--- src/rtl/smpc_pad_port.sv ---
// Saturn control-port scanner: 4 TH/TR select phases -> atomic 16-bit JOY word; START-to-DONE = 4*(SETTLE_CYC+2)+1 CE cycles.
// No backpressure: START is ignored while a scan runs; optional periodic auto-scan with SMPC_PAD_AUTOSCAN_EN.
module smpc_pad_port #(
  parameter int SETTLE_CYC  = 16
`ifdef SMPC_PAD_AUTOSCAN_EN
  ,
  parameter int AUTO_PERIOD = 65536
`endif
) (
  input  logic        CLK,
  input  logic        RST,
  input  logic        CE,
  input  logic        START,
  input  logic [6:0]  PI,
  output logic [6:0]  PO,
  output logic [6:0]  PDIR,
  output logic        BUSY,
  output logic        DONE,
  output logic        PRESENT,
  output logic [15:0] JOY
);

  typedef enum logic [2:0] {
    S_IDLE,
    S_DRIVE,
    S_SETTLE,
    S_SAMPLE,
    S_DONE
  } state_t;

  localparam logic [2:0] PAD_ID = 3'b100;

  state_t      state;
  state_t      state_nxt;
  logic [1:0]  phase;
  logic [7:0]  cnt;
  logic [3:0]  shadow [0:3];
  logic [15:0] joy_q;
  logic        present_q;
  logic        go;
  logic [1:0]  sel;
  logic [2:0]  unused_pi;

  assign unused_pi = PI[6:4];

`ifdef SMPC_PAD_AUTOSCAN_EN
  localparam int AW = $clog2(AUTO_PERIOD);
  localparam logic [AW-1:0] AUTO_LAST = AW'(AUTO_PERIOD - 1);

  logic [AW-1:0] auto_cnt;
  logic          auto_go;

  always_ff @(posedge CLK) begin
    if (RST) begin
      auto_cnt <= '0;
    end else if (CE) begin
      auto_cnt <= (auto_cnt == AUTO_LAST) ? '0 : auto_cnt + 1'b1;
    end
  end

  // An auto-start landing mid-scan is simply lost: only IDLE looks at go.
  assign auto_go = (auto_cnt == AUTO_LAST);
  assign go      = START | auto_go;
`else
  assign go = START;
`endif

  always_comb begin
    state_nxt = state;
    case (state)
      S_IDLE:   if (go) state_nxt = S_DRIVE;
      S_DRIVE:  state_nxt = S_SETTLE;
      S_SETTLE: if (cnt == 8'd0) state_nxt = S_SAMPLE;
      S_SAMPLE: state_nxt = (phase == 2'd3) ? S_DONE : S_DRIVE;
      S_DONE:   state_nxt = S_IDLE;
      default:  state_nxt = S_IDLE;
    endcase
  end

  always_ff @(posedge CLK) begin
    if (RST) begin
      state     <= S_IDLE;
      phase     <= 2'd0;
      cnt       <= 8'd0;
      shadow    <= '{default: 4'hF};
      joy_q     <= 16'hFFFF;
      present_q <= 1'b0;
    end else if (CE) begin
      state <= state_nxt;
      case (state)
        S_IDLE: begin
          if (go) phase <= 2'd0;
        end
        S_DRIVE: begin
          cnt <= 8'(SETTLE_CYC - 1);
        end
        S_SETTLE: begin
          if (cnt != 8'd0) cnt <= cnt - 8'd1;
        end
        S_SAMPLE: begin
          shadow[phase] <= PI[3:0];
          phase         <= phase + 2'd1;
          // Last nibble comes straight from the pins so JOY is ready in the DONE cycle.
          if (phase == 2'd3) begin
            present_q <= (shadow[0][2:0] == PAD_ID);
            joy_q     <= (shadow[0][2:0] == PAD_ID)
                         ? {shadow[1], shadow[2], PI[3:0], shadow[0][3], PAD_ID}
                         : 16'hFFFF;
          end
        end
        default: ;
      endcase
    end
  end

  // Phase order {TH,TR}: 11, 01, 10, 00; idle/done park both high.
  always_comb begin
    sel = 2'b11;
    if (state == S_DRIVE || state == S_SETTLE || state == S_SAMPLE) begin
      sel = {~phase[0], ~phase[1]};
    end
  end

  assign PO      = {sel, 5'b0_0000};
  assign PDIR    = 7'h60;
  assign BUSY    = (state == S_DRIVE) || (state == S_SETTLE) || (state == S_SAMPLE);
  assign DONE    = (state == S_DONE);
  assign PRESENT = present_q;
  assign JOY     = joy_q;

endmodule

--- config.mk ---
export PLATFORM = sky130hd
export DESIGN_NAME = smpc_pad_port
export DESIGN_NICKNAME = d
export VERILOG_FILES = /design/src/rtl/smpc_pad_port.sv
export SDC_FILE = /design/constraint.sdc
export NUM_CORES = 1
export LEC_CHECK = 0
export ABC_AREA = 1
export CORE_MARGIN = 2
export CORE_UTILIZATION = 50
export DETAILED_ROUTE_END_ITERATION = 7
export GPL_TIMING_DRIVEN = 0
export PLACE_DENSITY = 0.79
export SYNTH_ARGS = -nofsm -noshare
export SYNTH_HDL_FRONTEND = slang
export SYNTH_SLANG_ARGS = --single-unit
--- constraint.sdc ---
create_clock -name CLK -period 1.53 [get_ports CLK]
set_input_delay 0.3825 -clock CLK [delete_from_list [all_inputs] [get_ports CLK]]
set_output_delay 0.3825 -clock CLK [all_outputs]
set_load 0.02 [all_outputs]
**Yosys cells after proc, flatten, opt, wreduce, memory -nomap -nowiden**

Index checks and enable logic that the tools add are counted.
W data, S select, Z words.

- Input bits: 11
- Bits in registers: 46
- Memory bits (read-only): 0
- Word-level logic and storage cells: 51
- Bits in writable memories: 0
- Output and inout bits: 33
- Latch bits: 0
- Memories: 0

- Equal/unequal tests: 9
- Bitwise gates (word level): 3
- Multiplexer cells: 13
- Order comparisons: 2
- $mul: 0
- Div/mod/pow operators: 0
- Shift operators: 0
- Reductions and logical operators: 13
- $add $sub $neg: 2

Operator list:

| kind | count |
|---|---|
| $bwmux W16 | 1 |
| $mux W16 | 1 |
| $pmux W8 S2 | 1 |
| $pmux W3 S4 | 1 |
| $reduce_and A3 Y1 | 4 |
| $mux W3 | 3 |
| $demux W4 S2 | 1 |
| $logic_not A8 Y1 | 1 |
| $mux W8 | 1 |
| $reduce_bool A8 Y1 | 1 |
| $sub A8 B1 Y8 const B | 1 |
| $eq A3 B2 Y1 const B | 2 |
| $eq A3 B3 Y1 const B | 2 |
| $ne A2 B2 Y1 const B | 3 |
| $mux W2 | 2 |
| $mux W4 | 1 |
| $pmux W2 S2 | 1 |
| $reduce_bool A2 Y1 | 2 |
| $eq A3 B1 Y1 const B | 1 |
| $ge A3 B3 Y1 const B | 1 |
| $logic_not A3 Y1 | 1 |
| $lt A3 B1 Y1 const B | 1 |
| $not A2 Y3 | 1 |
| $add A2 B1 Y2 const B | 1 |
| other kinds (5) | 7 |

**Logic depth before layout (Yosys ltp)**

- Depth after elaboration: 6
- Mapped depth: 9
- Depth with buffers taken out: 9

**Worst setup path before layout**

Ideal clock, no wire load.

- Kind: register to output
- Start: reg state[0]
- End: out PO[5]
- Stages on the path, launching flop included: 4
- Required time: 1.147 ns
- Slack: -0.024 ns
- Buffers on the path: 0
- Data arrival time: 1.172 ns
- Path through: dfxtp_1 nor2_1 nor2_1 nand2_1

- Cells in the longest elaborated chain, start to end: 4
- Elaborated cells on any way between the ends: 6
- Those cells by class: eq/ne: 3; mux: 1; reduce/logical: 2

Ends and longest elaborated chain:

| item | RTL line | source |
|---|---|---|
| start: declaration | 33 | `state_t state;` |
| start signal: assignment | 89 | `state <= state_nxt;` |
| $eq A3 B1 Y1 / $eq A3 B2 Y1 (equally long branches) | - |  |
| $logic_or A1 B1 Y1 | - |  |
| $logic_or A1 B1 Y1 (*) | - |  |
| named net BUSY | 17 | `output logic BUSY,` |
| $mux W2 (*) | 119 | `if (state == S_DRIVE \|\| state == S_SETTLE \|\| state == S_SAMPLE) begin` |
| end: declaration | 15 | `output logic [6:0] PO,` |

The timed path passes the listed nets; every way through them passes the cells marked *.

**Worst setup path after layout**

- Start: reg state[1]
- End: out PO[6]

- Cells in the longest elaborated chain, start to end: 4
- Elaborated cells on any way between the ends: 6
- Those cells by class: eq/ne: 3; mux: 1; reduce/logical: 2

Ends and longest elaborated chain:

| item | RTL line |
|---|---|
| $eq A3 B1 Y1 / $eq A3 B2 Y1 (equally long branches) | 119 |
| $logic_or A1 B1 Y1 | 119 |
| $logic_or A1 B1 Y1 (*) | 119 |
| $mux W2 (*) | 119 |

Mark *: on every way between the ends. The rest lies on a longest branch, timed or not.

==> flow_metrics.py <==
metrics = {
    "status": {
        "status": "finished, final reports clean",
    },
    "synth": {
        "synthCells": 249,
        "ys_warn_count": 0,
        "synth-seq-cells": 40,
        "synth_cell_types": 30,
        "synth.cell_area_um2": 1987,
        "yosysSeqAreaShare": 0.4030,
        "avgSynthCellArea_um2": 7.980,
    },
    "global_routing": {
        "antenna_found_initial": 0,
        "grt_pass1_vias": 1410,
        "grt-ovfl-total": 0,
        "grt.total_usage": 0.1824,
        "grt_pass1_wl_mm": 6.134,
        "grt_max_degree": 13,
    },
    "routing": {
        "route.top_layer_used": "met4",
        "ant_nets": 0,
        "drc": 0,
        "wl_per_cell_um": 11.25,
        "wl_met2_mm": 1.855,
        "drt-met1-wl_mm": 1.810,
        "post_drt_via_cell_ratio": 4.806,
        "vias": 1682,
        "dr.pass1.iters": 4,
        "drtIter0Drc": 79,
        "wl_mm": 3.936,
        "wl_met3_um": 175,
    },
    "power": {
        "cellPowerDensity_nw_per_um2": 843.4,
        "total_leakage_power_uw": 0.001180,
        "p_total_uw": 2107,
        "peakVddDrop_mv": 0.5401,
    },
    "floorplan": {
        "core_area_um2": 3744,
        "die_x_um": 67.04,
        "die_area_um2": 4494,
        "num_rows": 22,
        "start_util": 0.5307,
        "die_h_um": 67.04,
        "pin_count": 44,
    },
    "job": {
        "drv_cap": 0,
    },
    "cells_and_area": {
        "fillCellCount": 337,
        "drive_gt1_frac": 0.2517,
        "multiInputGateArea_um2": 1026,
        "seq_area_um2": 807.0,
        "n_antenna_cell": 0,
        "fin_nets": 319,
        "area_growth_pct": 25.76,
    },
    "clock_tree": {
        "numCtsBuffers": 5,
        "clock-root-buffer": "clkbuf_8",
        "cts_sinks": 40,
        "cts_tree": "built",
        "cts_buffer_depth": 2,
        "htreeDepth": 2,
        "clk_pin_slew_worst_paths_ns": 0.07,
        "insertion_delay_ns": 0.29,
    },
    "sta": {
        "relSlewSlack": 0.6518,
        "worst_clock_skew_ns": 0.003235,
        "report.final.slew_viol_count": 0,
        "setup_ws_ns": 0.06276,
        "finalHoldViolCount": 0,
        "setup-violations-final": 0,
        "finalCriticalPeriod_ns": 1.467,
        "clock.fmax_mhz": 681.6,
        "max_slew.worst_pin.slew_ns": 0.5223,
        "min_period_over_period": 0.9590,
    },
    "hold_path": {
        "hold_class": "reg -> reg",
        "holdCritStartpoint": "JOY[14]$_SDFFE_PP1P_",
        "worstHoldPathCells": 2,
    },
    "critical_path": {
        "startpoint": "state[1]$_SDFFE_PP0P_",
        "path_depth": 4,
        "r2r-start": "state[0]$_SDFFE_PP0P_",
        "cpMaxStageDelayCell": "dfxtp_2",
        "max_stage_delay_ns": 0.40,
        "end_kind": "primary output",
        "worst-path-max-fanout": 4,
        "r2r_cells": 8,
        "r2r_setup_slack_ns": 0.12,
        "path_buf_inv": 1,
        "crit_type": "reg -> out",
        "path_cells": "nor2_4 > nor2_2 > nand2_1 > buf_2",
        "cp_top_family": "flip-flops",
        "critPathRequiredTime_ns": 1.15,
        "cp-start-kind": "flop",
        "crit_arrival_ns": 1.08,
    },
    "place": {
        "gp_congestion": 0.8711,
        "port-buffer-count": 27,
        "hpwl_mm": 2.677,
        "post-place-ws_ns": -0.3871,
    },
}
[path summary, 6_finish.rpt]
check	endpoint
setup / recovery	PO[6]
hold / removal	JOY[14]$_SDFFE_PP1P_
setup reg to reg	JOY[14]$_SDFFE_PP1P_
hold reg to reg	JOY[14]$_SDFFE_PP1P_
[synth_stat cells]
cell	n	area (um^2)
a21oi_1	9	45.04
a21oi_2	1	8.760
a31oi_1	1	6.260
buf_4	14	105.1
buf_6	3	33.78
clkbuf_1	2	7.510
clkinv_1	1	3.750
conb_1	2	7.510
dfxtp_1	40	800.8
ha_1	6	75.07
inv_1	18	67.56
inv_2	3	11.26
nand2_1	65	244.0
nand2_2	5	31.28
nand2_4	3	33.78
nand3_1	9	45.04
nand3_2	9	90.09
nand3b_1	1	7.510
nand4_1	2	12.51
nor2_1	23	86.33
nor2_4	2	22.52
nor3_1	1	5.000
nor3_4	1	16.27
nor3b_1	2	15.01
o211ai_1	12	90.09
o211ai_2	4	50.05
o21ai_0	5	25.02
o21ai_1	1	5.000
o21ai_2	1	8.760
xor2_1	3	26.28
[placed cells by master, fill, tap and decap left out, drive strengths merged, types with 7 or more instances in the layout]
cell type	netlist	routed
a21oi	10	10
buf	17	29
clkbuf	2	7
conb	2	13
dfxtp	40	40
dlygate4sd2	0	16
inv	21	21
nand2	73	73
nand3	18	18
nor2	25	25
o211ai	16	16
o21ai	7	7
[where the power goes]
| group | total [uW] | leakage (uW) | switching [uW] | internal [uW] |
|---|---|---|---|---|
| Sequential | 1080 | 0.000326 | 20.6 | 1060 |
| Combinational | 359 | 0.000814 | 218 | 141 |
| Clock | 669 | 0.0000400 | 360 | 309 |
| Total | 2110 | 0.00118 | 599 | 1510 |
[stage by stage]
stage,cell area [um^2],TNS [ns],utilization,std cells,hold WS (ns)
2_1_floorplan,2031,0,-,260,0.4380
3_3_place_gp,2361,-10.84,0.6307,335,0.4560
3_5_place_dp,2361,-11.73,0.6307,335,0.4618
4_1_cts,2427,0,0.6484,344,0.4784
5_1_grt,2499,-0.01804,0.6674,350,0.5010
6_report,2499,0,0.6674,350,0.4711
[layer usage]
| metal | up-vias | track usage |
|---|---|---|
| li1 | 883 | - |
| met1 | 746 | 0.2411 |
| met2 | 46 | 0.2710 |
| met3 | 7 | 0.05068 |
| met4 | 0 | 0.08929 |
| met5 | - | 0 |
[cells by family (layout without fill, tap and decap cells)]
| kind of cell | Yosys count | in the layout | synth area share |
|---|---|---|---|
| AND/OR/NAND/NOR | 123 | 123 | 0.3067 |
| buffers and inverters | 41 | 83 | 0.1152 |
| flip-flops | 40 | 40 | 0.4030 |
| AO/OA/AOI/OAI | 34 | 34 | 0.1203 |
| adder cells (fa/ha/maj) | 6 | 6 | 0.03778 |
| XOR/XNOR | 3 | 3 | 0.01323 |
| other | 2 | 13 | 0.003780 |
[layout make-up]
cell class,instances,area share
plain buffers,19,0.05859
clock buffers,5,0.02754
clock inverters,2,0.005008
inverters,22,0.03305
multi-input cells,179,0.4106
flip-flops and latches,40,0.3230
well taps,48,0.02404
repair buffers,35,0.1182
[state kept, by name, summed over array words and instances (netlist names)]
| register | count |
|---|---|
| JOY | 14 |
| shadow | 12 |
| cnt | 8 |
| state | 3 |
| phase | 2 |
| PRESENT | 1 |
[worst register-to-register path, stage by stage, from the launching register on]
cell	delay (ns)
dfxtp_4	0.40
buf_4	0.14
nand2_4	0.05
nor2_4	0.20
nand2_4	0.08
buf_6	0.15
buf_6	0.15
nand2_1	0.08
nand3_2	0.06
[timing repair]
item | in CTS | in global routing
endpoints found under the hold margin | 0 | 0
endpoints found under the setup margin | 36 | 29
pin swaps | 2 | 2
gates resized for setup | 37 | 9
setup buffers | 2 | 6
hold buffers | 0 | 0
gates cloned | 0 | 0
No activity file was read; power rests on OpenSTA's default activity.
